<file path="src/rtl/bus_datapath_pkg.sv">
// Shared types and constants for the single-bus datapath.
// Special bus sources sit above the GPRs in the select vector, in the order below.
package bus_datapath_pkg;

  typedef enum logic [1:0] {
    MEM_IDLE    = 2'd0,
    MEM_RD_WAIT = 2'd1,
    MEM_WR_WAIT = 2'd2
  } mem_state_t;

  localparam int NUM_SPECIAL = 8;

  // Offsets of the special sources, relative to the first slot after the GPRs
  localparam int SEL_HI     = 0;
  localparam int SEL_LO     = 1;
  localparam int SEL_ZHI    = 2;
  localparam int SEL_ZLO    = 3;
  localparam int SEL_PC     = 4;
  localparam int SEL_MDR    = 5;
  localparam int SEL_INPORT = 6;
  localparam int SEL_C      = 7;

endpackage

</file>
<file path="src/rtl/bus_mux_onehot.sv">
// N-input priority mux for a nominally one-hot select; the lowest asserted index wins.
// multi flags any cycle in which more than one select is high.
module bus_mux_onehot #(
  parameter int N = 2,
  parameter int W = 32
) (
  input  logic [N-1:0]        sel,
  input  logic [N-1:0][W-1:0] data,
  output logic [W-1:0]        y,
  output logic                multi
);

  always_comb begin
    y = '0;
    for (int i = N - 1; i >= 0; i--) begin
      if (sel[i]) y = data[i];
    end
  end

  // Clearing the lowest set bit leaves something only if two or more bits were set
  assign multi = |(sel & (sel - N'(1)));

endmodule

</file>
<file path="src/rtl/bus_datapath.sv">
// Single-bus CPU datapath: GPR file, special registers, bus mux with contention
// detection, and a wait-state memory sequencer that feeds MDR.
module bus_datapath
  import bus_datapath_pkg::*;
#(
  parameter int DATA_W  = 32,
  parameter int NUM_GPR = 16,
  parameter int ADDR_W  = 9,
  parameter int IMM_W   = 19,
  parameter int MEM_TO  = 15
) (
  input  logic                  clk,
  input  logic                  clr,
  input  logic [NUM_GPR-1:0]    gpr_out,
  input  logic [NUM_GPR-1:0]    gpr_in,
  input  logic                  hi_out,
  input  logic                  lo_out,
  input  logic                  zhi_out,
  input  logic                  zlo_out,
  input  logic                  pc_out,
  input  logic                  mdr_out,
  input  logic                  inport_out,
  input  logic                  c_out,
  input  logic                  hi_in,
  input  logic                  lo_in,
  input  logic                  z_in,
  input  logic                  pc_in,
  input  logic                  inc_pc,
  input  logic                  ir_in,
  input  logic                  y_in,
  input  logic                  mar_in,
  input  logic                  mdr_in,
  input  logic                  outport_in,
  input  logic [2*DATA_W-1:0]   alu_result,
  input  logic [DATA_W-1:0]     inport_data,
  input  logic                  mem_rd,
  input  logic                  mem_wr,
  input  logic                  mem_ack,
  input  logic [DATA_W-1:0]     mem_rdata,
  input  logic                  err_clr,
  output logic [DATA_W-1:0]     bus_contents,
  output logic [DATA_W-1:0]     y_q,
  output logic [DATA_W-1:0]     ir_q,
  output logic [DATA_W-1:0]     outport_q,
  output logic                  mem_req,
  output logic                  mem_we,
  output logic [ADDR_W-1:0]     mem_addr,
  output logic [DATA_W-1:0]     mem_wdata,
  output logic                  busy,
  output logic                  mem_done,
  output logic                  bus_err,
  output logic                  mem_err
);

  localparam int NUM_SEL = NUM_GPR + NUM_SPECIAL;
  localparam int CNT_W   = $clog2(MEM_TO + 1);

  logic [DATA_W-1:0] gpr [NUM_GPR];
  logic [DATA_W-1:0] hi, lo, z_hi, z_lo, pc, mdr, inport_q, c_ext;
  logic [ADDR_W-1:0] mar;

  logic [NUM_SEL-1:0]             bus_sel;
  logic [NUM_SEL-1:0][DATA_W-1:0] bus_data;
  logic                           bus_multi;

  mem_state_t       state_q, state_d;
  logic [CNT_W-1:0] cnt_q, cnt_d;
  logic             finish, timeout, rd_load;

  assign c_ext = {{(DATA_W - IMM_W){ir_q[IMM_W-1]}}, ir_q[IMM_W-1:0]};

  assign bus_sel = {c_out, inport_out, mdr_out, pc_out, zlo_out, zhi_out, lo_out, hi_out, gpr_out};

  always_comb begin
    for (int g = 0; g < NUM_GPR; g++) bus_data[g] = gpr[g];
    bus_data[NUM_GPR + SEL_HI]     = hi;
    bus_data[NUM_GPR + SEL_LO]     = lo;
    bus_data[NUM_GPR + SEL_ZHI]    = z_hi;
    bus_data[NUM_GPR + SEL_ZLO]    = z_lo;
    bus_data[NUM_GPR + SEL_PC]     = pc;
    bus_data[NUM_GPR + SEL_MDR]    = mdr;
    bus_data[NUM_GPR + SEL_INPORT] = inport_q;
    bus_data[NUM_GPR + SEL_C]      = c_ext;
  end

  bus_mux_onehot #(.N(NUM_SEL), .W(DATA_W)) u_bus_mux (
    .sel   (bus_sel),
    .data  (bus_data),
    .y     (bus_contents),
    .multi (bus_multi)
  );

  always_ff @(posedge clk) begin
    if (!clr) begin
      for (int g = 0; g < NUM_GPR; g++) gpr[g] <= '0;
      hi <= '0; lo <= '0; z_hi <= '0; z_lo <= '0; pc <= '0;
      ir_q <= '0; y_q <= '0; mar <= '0; outport_q <= '0; inport_q <= '0;
    end else begin
      for (int g = 0; g < NUM_GPR; g++) if (gpr_in[g]) gpr[g] <= bus_contents;
      if (hi_in)      hi        <= bus_contents;
      if (lo_in)      lo        <= bus_contents;
      if (z_in)       {z_hi, z_lo} <= alu_result;
      if (pc_in)      pc        <= bus_contents;
      else if (inc_pc) pc       <= pc + DATA_W'(1);
      if (ir_in)      ir_q      <= bus_contents;
      if (y_in)       y_q       <= bus_contents;
      if (mar_in)     mar       <= bus_contents[ADDR_W-1:0];
      if (outport_in) outport_q <= bus_contents;
      inport_q <= inport_data;
    end
  end

  always_comb begin
    state_d = state_q;
    cnt_d   = cnt_q;
    finish  = 1'b0;
    timeout = 1'b0;
    rd_load = 1'b0;
    unique case (state_q)
      MEM_IDLE: begin
        cnt_d = '0;
        if (mem_rd)      state_d = MEM_RD_WAIT;
        else if (mem_wr) state_d = MEM_WR_WAIT;
      end
      MEM_RD_WAIT, MEM_WR_WAIT: begin
        if (mem_ack) begin
          state_d = MEM_IDLE;
          cnt_d   = '0;
          finish  = 1'b1;
          rd_load = (state_q == MEM_RD_WAIT);
        end else if (cnt_q == CNT_W'(MEM_TO)) begin
          state_d = MEM_IDLE;
          cnt_d   = '0;
          finish  = 1'b1;
          timeout = 1'b1;
        end else begin
          cnt_d = cnt_q + CNT_W'(1);
        end
      end
      default: state_d = MEM_IDLE;
    endcase
    mem_req = (state_q != MEM_IDLE);
    mem_we  = (state_q == MEM_WR_WAIT);
    busy    = (state_q != MEM_IDLE);
  end

  // A set event in the same cycle as err_clr keeps the sticky flag high
  always_ff @(posedge clk) begin
    if (!clr) begin
      state_q  <= MEM_IDLE;
      cnt_q    <= '0;
      mem_done <= 1'b0;
      mem_err  <= 1'b0;
      bus_err  <= 1'b0;
      mdr      <= '0;
    end else begin
      state_q  <= state_d;
      cnt_q    <= cnt_d;
      mem_done <= finish;
      if (timeout)      mem_err <= 1'b1;
      else if (err_clr) mem_err <= 1'b0;
      if (bus_multi)    bus_err <= 1'b1;
      else if (err_clr) bus_err <= 1'b0;
      if (rd_load)      mdr <= mem_rdata;
      else if (mdr_in)  mdr <= bus_contents;
    end
  end

  assign mem_addr  = mar;
  assign mem_wdata = mdr;

endmodule

</file>
<file path="config.mk">
export PLATFORM = sky130hd
export DESIGN_NAME = bus_datapath
export DESIGN_NICKNAME = d
export VERILOG_FILES = /design/src/rtl/bus_datapath_pkg.sv /design/src/rtl/bus_mux_onehot.sv /design/src/rtl/bus_datapath.sv
export SDC_FILE = /design/constraint.sdc
export NUM_CORES = 2
export LEC_CHECK = 0
export ABC_CLOCK_PERIOD_IN_PS = 4200
export BUFFER_PORTS_ARGS = -buffer_cell sky130_fd_sc_hd__buf_2
export CELL_PAD_IN_SITES_DETAIL_PLACEMENT = 1
export CELL_PAD_IN_SITES_GLOBAL_PLACEMENT = 1
export CORE_MARGIN = 1
export CORE_UTILIZATION = 35
export CTS_CLUSTER_DIAMETER = 80
export DETAILED_ROUTE_END_ITERATION = 12
export PLACE_DENSITY_LB_ADDON = 0.15
export SETUP_SLACK_MARGIN = 0.05
export SYNTH_ARGS = -nofsm -noshare
export SYNTH_HDL_FRONTEND = slang
export SYNTH_SLANG_ARGS = --single-unit
</file>
<file path="constraint.sdc">
create_clock -name clk -period 4.2 [get_ports clk]
set_input_delay 0.84 -clock clk [delete_from_list [all_inputs] [get_ports clk]]
set_output_delay 0.84 -clock clk [all_outputs]
set_load 0.02 [all_outputs]
</file>
### Yosys cells after proc, flatten, opt, wreduce, memory -nomap -nowiden

Memories as Yosys holds them, arrays and structs flattened.
Cells that the tools add are included.

* add/subtract/negate cells: 3
* $mul: 0
* divide/modulo/power cells: 0
* order comparisons: 0
* eq/ne operators: 5
* shift-type cells: 0
* muxes and demuxes: 110
* bitwise logic cells: 17
* reductions and logical operators: 11

Operator list (count)
* two-way mux 32 bit: 44
* two-way mux 1 bit: 58
* adder 32 x 1 -> 32 bit (second input constant): 1
* bitwise AND 24 bit: 1
* OR reduction 24 bit: 1
* subtractor 24 x 1 -> 24 bit (second input constant): 1
* OR 1 bit: 16
* nonzero test 2 bit: 6
* two-way mux 2 bit: 4
* two-way mux 4 bit: 2
* one-hot mux 4 bit (2 select lines): 1
* != test 3 bit (second input constant): 2
* adder 4 x 1 -> 4 bit (second input constant): 1
* equality test 4 bit (second input constant): 1
* one-hot mux 2 bit (2 select lines): 1
* AND reduction 2 bit: 2
* equality test 2 x 1 -> 1 bit (second input constant): 1
* equality test 2 bit (second input constant): 1
* logical NOT 2 bit: 1
* OR reduction 2 bit: 1

* register bits after elaboration: 338
* latch bits: 0
* memory bits (writable): 512
* ROM bits: 0
* input bits: 184
* memories kept: 1

Memory list
* gpr: words 16, bits a word 32, rd ports 16, clocked after memory_dff 0, write ports 16, RTL line bus_datapath.sv:58 `logic [DATA_W-1:0] gpr [NUM_GPR];`

### Logic depth before layout (Yosys ltp)

* word-level depth: 26
* gate-level depth with buffers: 10

### By module

A second synthesis with hierarchy kept.

* cell total of the unflattened synthesis: 3446
* area, all modules: 38455.6 µm²

By module, submodules not included
* bus_datapath: times used 1, cells each 2297, area each 31136.1 µm², sequential area each 22141.2 µm²
* bus_mux_onehot: times used 1, cells each 1149, area each 7319.5 µm², sequential area each 0.0 µm²

### Worst setup path before layout

No wires, ideal clock.

* path kind: in2out
* start point: in gpr_out[11]
* end point: out bus_contents[21]
* arrival time: 2561 ps
* data required time: 3360 ps
* path slack: 799 ps
* stages: 8
* path buffers: 3
* cells stage by stage: buf_6 > nor2b_4 > buf_6 > a221o_1 > or4_4 > a31oi_4 > buf_8 > inv_2

* longest elaborated chain between the ends: 12

RTL lines
* start: declaration: RTL line bus_datapath.sv:14 `input logic [NUM_GPR-1:0] gpr_out,`
* two-way mux 32 bit (12 in series): RTL line bus_mux_onehot.sv:16 `if (sel[i]) y = data[i];`
* end: declaration: RTL line bus_datapath.sv:41 `output logic [DATA_W-1:0] bus_contents,`

Every way passes these cells.

### Worst setup path after layout

* start point: in mdr_out
* end point: out bus_contents[1]

* longest elaborated chain between the ends: 22

RTL lines
* start: declaration: RTL line bus_datapath.sv:21 `input logic mdr_out,`
* two-way mux 32 bit (22 in series): RTL line bus_mux_onehot.sv:16

Every way passes these cells.

==> flow_metrics.py <==
metrics = {
    "cts": {
        "cts.root.buffer_cell": "clkbuf_16",
        "clock_sinks": 850,
        "cts-htree-levels": 3,
        "cts_post_setup_buffers_inserted": 0,
        "cts_made_buffers": 97,
        "cts.clk_slew.worst_paths_ns": 0.06,
        "clockBufferDepth": 3,
        "clock_insertion_delay_worst_skew_ns": 0.70,
        "cts_tree": "yes",
    },
    "placed_design": {
        "dpl.hpwl_mm": 106,
        "dp.cells": 5265,
        "dp_slack_ns": 0.123,
        "rd_place_congestion": 0.870,
        "port_buffers": 358,
    },
    "final_layout": {
        "layout.cells.most_common": "edfxtp_1",
        "layout.nets": 4078,
        "final.fill_count": 12072,
        "syn_to_final_growth_pct": 15.8,
        "drive_gt1_share_pct": 22.8,
        "leading_cell_types_in_the_layout_fill_and_taps_excluded": "edfxtp_1 (512), buf_2 (356), dfxtp_1 (338)",
        "non_filler_instances": 5441,
    },
    "die": {
        "fp.dieW_um": 335,
        "floorplan.initialDensity_pct": 35.5,
        "die_area_um2": 112000,
        "dieHeight_um": 335,
        "design.portCount": 359,
        "core-area_um2": 109000,
        "num_rows": 121,
    },
    "worst_setup_path": {
        "critPathLaunchType": "input port",
        "critical_path.max_fanout": 12,
        "crit-reg2reg-launch": "state_q[0]",
        "critical_path.endpoint_type": "output port",
        "worst-r2r-setup-slack_ns": 1.06,
        "r2r_endpoint": "mem_wdata[3]",
        "cp_data_arrival_time_ns": 3.23,
        "worst-setup-path-type": "in -> out",
        "r2r_cells": 7,
        "required_ns": 3.36,
    },
    "synthesis": {
        "async_reset_ff_share_pct": 0,
        "synth.cell_area_um2": 38900,
        "synth-main-ff-cell": "edfxtp_1",
        "synth_enable_flop_cells": 512,
        "synth-seq-cells": 850,
        "yosysUniqueCellTypes": 89,
        "seq_area_frac_synth_pct": 57.0,
        "yosysWarningCount": 0,
        "synthesis.nets": 3831,
        "syn-instance-count": 3641,
        "postSynthAreaPerCell_um2": 10.7,
    },
    "timing": {
        "max_freq_mhz": 246,
        "clock_period_minus_final_worst_setup_slack_ns": 4.07,
        "timing.final.setup_violations": 0,
        "drv_slew": 0,
        "layout_worst_path_cycle_share_pct": 96.9,
        "finalHoldViolations": 0,
        "layout_setup_ws_ns": 0.130,
        "rsz0062_at_grt": "no",
        "relSlewSlack_pct": 20.2,
        "worst_slew_pin_slew_ns": 1.20,
        "finClkSkew_ns": 0.0194,
        "setup_total_negative_slack_ns": 0,
    },
    "grt": {
        "grt_first_pass_wirelength_mm": 215,
        "groute.usage.overall_pct": 25.9,
        "pin_count_of_the_biggest_net_entering_global_routing": 83,
        "antenna_found_initial": 8,
        "grt.overflow.total": 0,
        "grt_pass1_vias": 29888,
    },
    "power": {
        "totalPowerFinal_mw": 21.1,
        "power.density_cell_area_nw_per_um2": 468,
        "cellLeakagePower_nw": 17.3,
        "ir_drop_v": 0.000279,
    },
    "drt": {
        "num_vias": 30535,
        "drt_pre_antenna_iters": 5,
        "wl_mm": 149,
        "ant_nets": 0,
        "drc": 0,
        "routed_wl_per_cell_um": 27.3,
        "drt-vias-per-instance": 5.61,
        "dr.first_iter.drc_count": 2817,
    },
    "outcome": {
        "run_status": "completed",
    },
    "min_path": {
        "hold_class": "in -> reg",
        "min_from": "inport_data[29]",
        "hold_path_depth": 2,
        "timing.hold.worst_endpoint": "inport_q[29]",
    },
    "job": {
        "drv.max_cap_violation_count": 0,
    },
}
[how the worst max path moves through the flow]
| stage | from | end | slack, ns | depth (start not counted) |
|---|---|---|---|---|
| 3_5_place_dp | mdr_out | bus_contents[11] | 0.12 | 8 |
| 2_1_floorplan | gpr_out[11] | bus_contents[21] | 0.80 | 8 |
| 4_1_cts | mdr_out | bus_contents[11] | 0.12 | 8 |
| 3_3_place_gp | zhi_out | bus_contents[11] | 0.11 | 10 |
| 6_report | mdr_out | bus_contents[1] | 0.13 | 9 |
| 5_1_grt | gpr_out[13] | bus_contents[28] | 0.08 | 8 |
[cell families after synthesis]
family                     share of synthesized area [%]
buffers and inverters                               5.94
DFF                                                 57.0
and+or+nand+nor                                     16.3
adders and majority gates                          0.245
xor gates and xnor gates                           0.698
AOI/OAI and AO/OA                                   18.2
muxes                                               1.68
[worst max-delay path, stage by stage]
cell and delay [ns]:
buf_2 0.17, or2_1 0.47, buf_4 0.27, a21oi_1 0.19, o221ai_1 0.26, a221oi_2 0.59, nor2_2 0.17, inv_1 0.09
buf_2 0.16
[metal layers]
| metal | global-route usage [%] | vias up | share of wire [%] |
|---|---|---|---|
| met2 | 37.5 | 1041 | 42 |
| met5 | 0 | - | 0.049 |
| met3 | 5.29 | 177 | 7.7 |
| met4 | 7.22 | 14 | 2.4 |
| met1 | 38.8 | 15466 | 48 |
| li1 | - | 13837 | - |
[what timing repair did]
action / in CTS / in global routing
endpoints found under the setup margin: 0 / 1
resized for setup: 0 / 1
hold buffers: 0 / 0
[layout make-up]
class                   instances  area (µm²)  area share, %
diodes                          1        2.50        0.00556
repair buffers                523        3190           7.08
flip-flops and latches        850       22100           49.2
clock buffers                 148        2830           6.28
multi-input cells            2324       14500           32.1
well taps                    1476        1850           4.10
clock inverters                27         206          0.459
inverters                      92         353          0.784
[state kept, by name, indices dropped and copies added (netlist names), 2 cells and up]
signal / cells
gpr: 512
hi: 32
inport_q: 32
ir_q: 32
lo: 32
mem_wdata: 32
outport_q: 32
pc: 32
y_q: 32
z_hi: 32
z_lo: 32
mem_addr: 9
cnt_q: 4
state_q: 2
[metrics by stage]
stage                     cell area (µm²)  hold slack, ns  util, %
final                               45000           0.358     41.1
after floorplan                     38900           0.450        -
after global routing                45000           0.344     41.1
after detailed placement            42000           0.467     38.4
after CTS                           45000           0.309     41.1
after global placement              42000           0.460     38.4
[power breakdown]
group          total [mW]  internal, mW  switching (mW)  leakage [nW]
clock                8.27          4.69            3.58          1.47
sequential           9.84          9.55           0.291          8.44
combinational        2.97         0.870            2.10          7.40
[synthesized netlist by cell type (12+ instances only)]
master     instances  area, µm²
nor2_2            28        175
mux2i_1           64        641
dfxtp_1          338       6770
buf_1             16       60.1
nand3b_1          23        173
nand3_1           26        130
xnor2_1           19        166
a31oi_4           14        298
a221oi_1          66        578
nor3_2            85        851
buf_6             12        135
a31oi_1           19        119
and2_1            32        200
o221ai_1          20        175
a221o_1           68        681
a22oi_1           12       90.1
a21oi_1          319       1600
nand2b_1          56        350
o211ai_1          16        120
nor2_1           337       1260
nor4_1            30        188
nor2b_1          118        738
or2_2             14       87.6
a311oi_1          13        114
a2111oi_0         15        131
xor2_1            12        105
buf_2             82        410
nand4_1           26        163
buf_4             72        541
o31a_1            19        166
inv_2             22       82.6
a221oi_2          24        360
edfxtp_1         512      15400
clkbuf_1         184        691
nor3_1           155        776
o31ai_1           31        233
nand2_1          186        698
o21ai_0          302       1510
a21o_1            45        338
a31o_2            13        114
inv_1             69        259
Power figures use the tool's default switching activity.
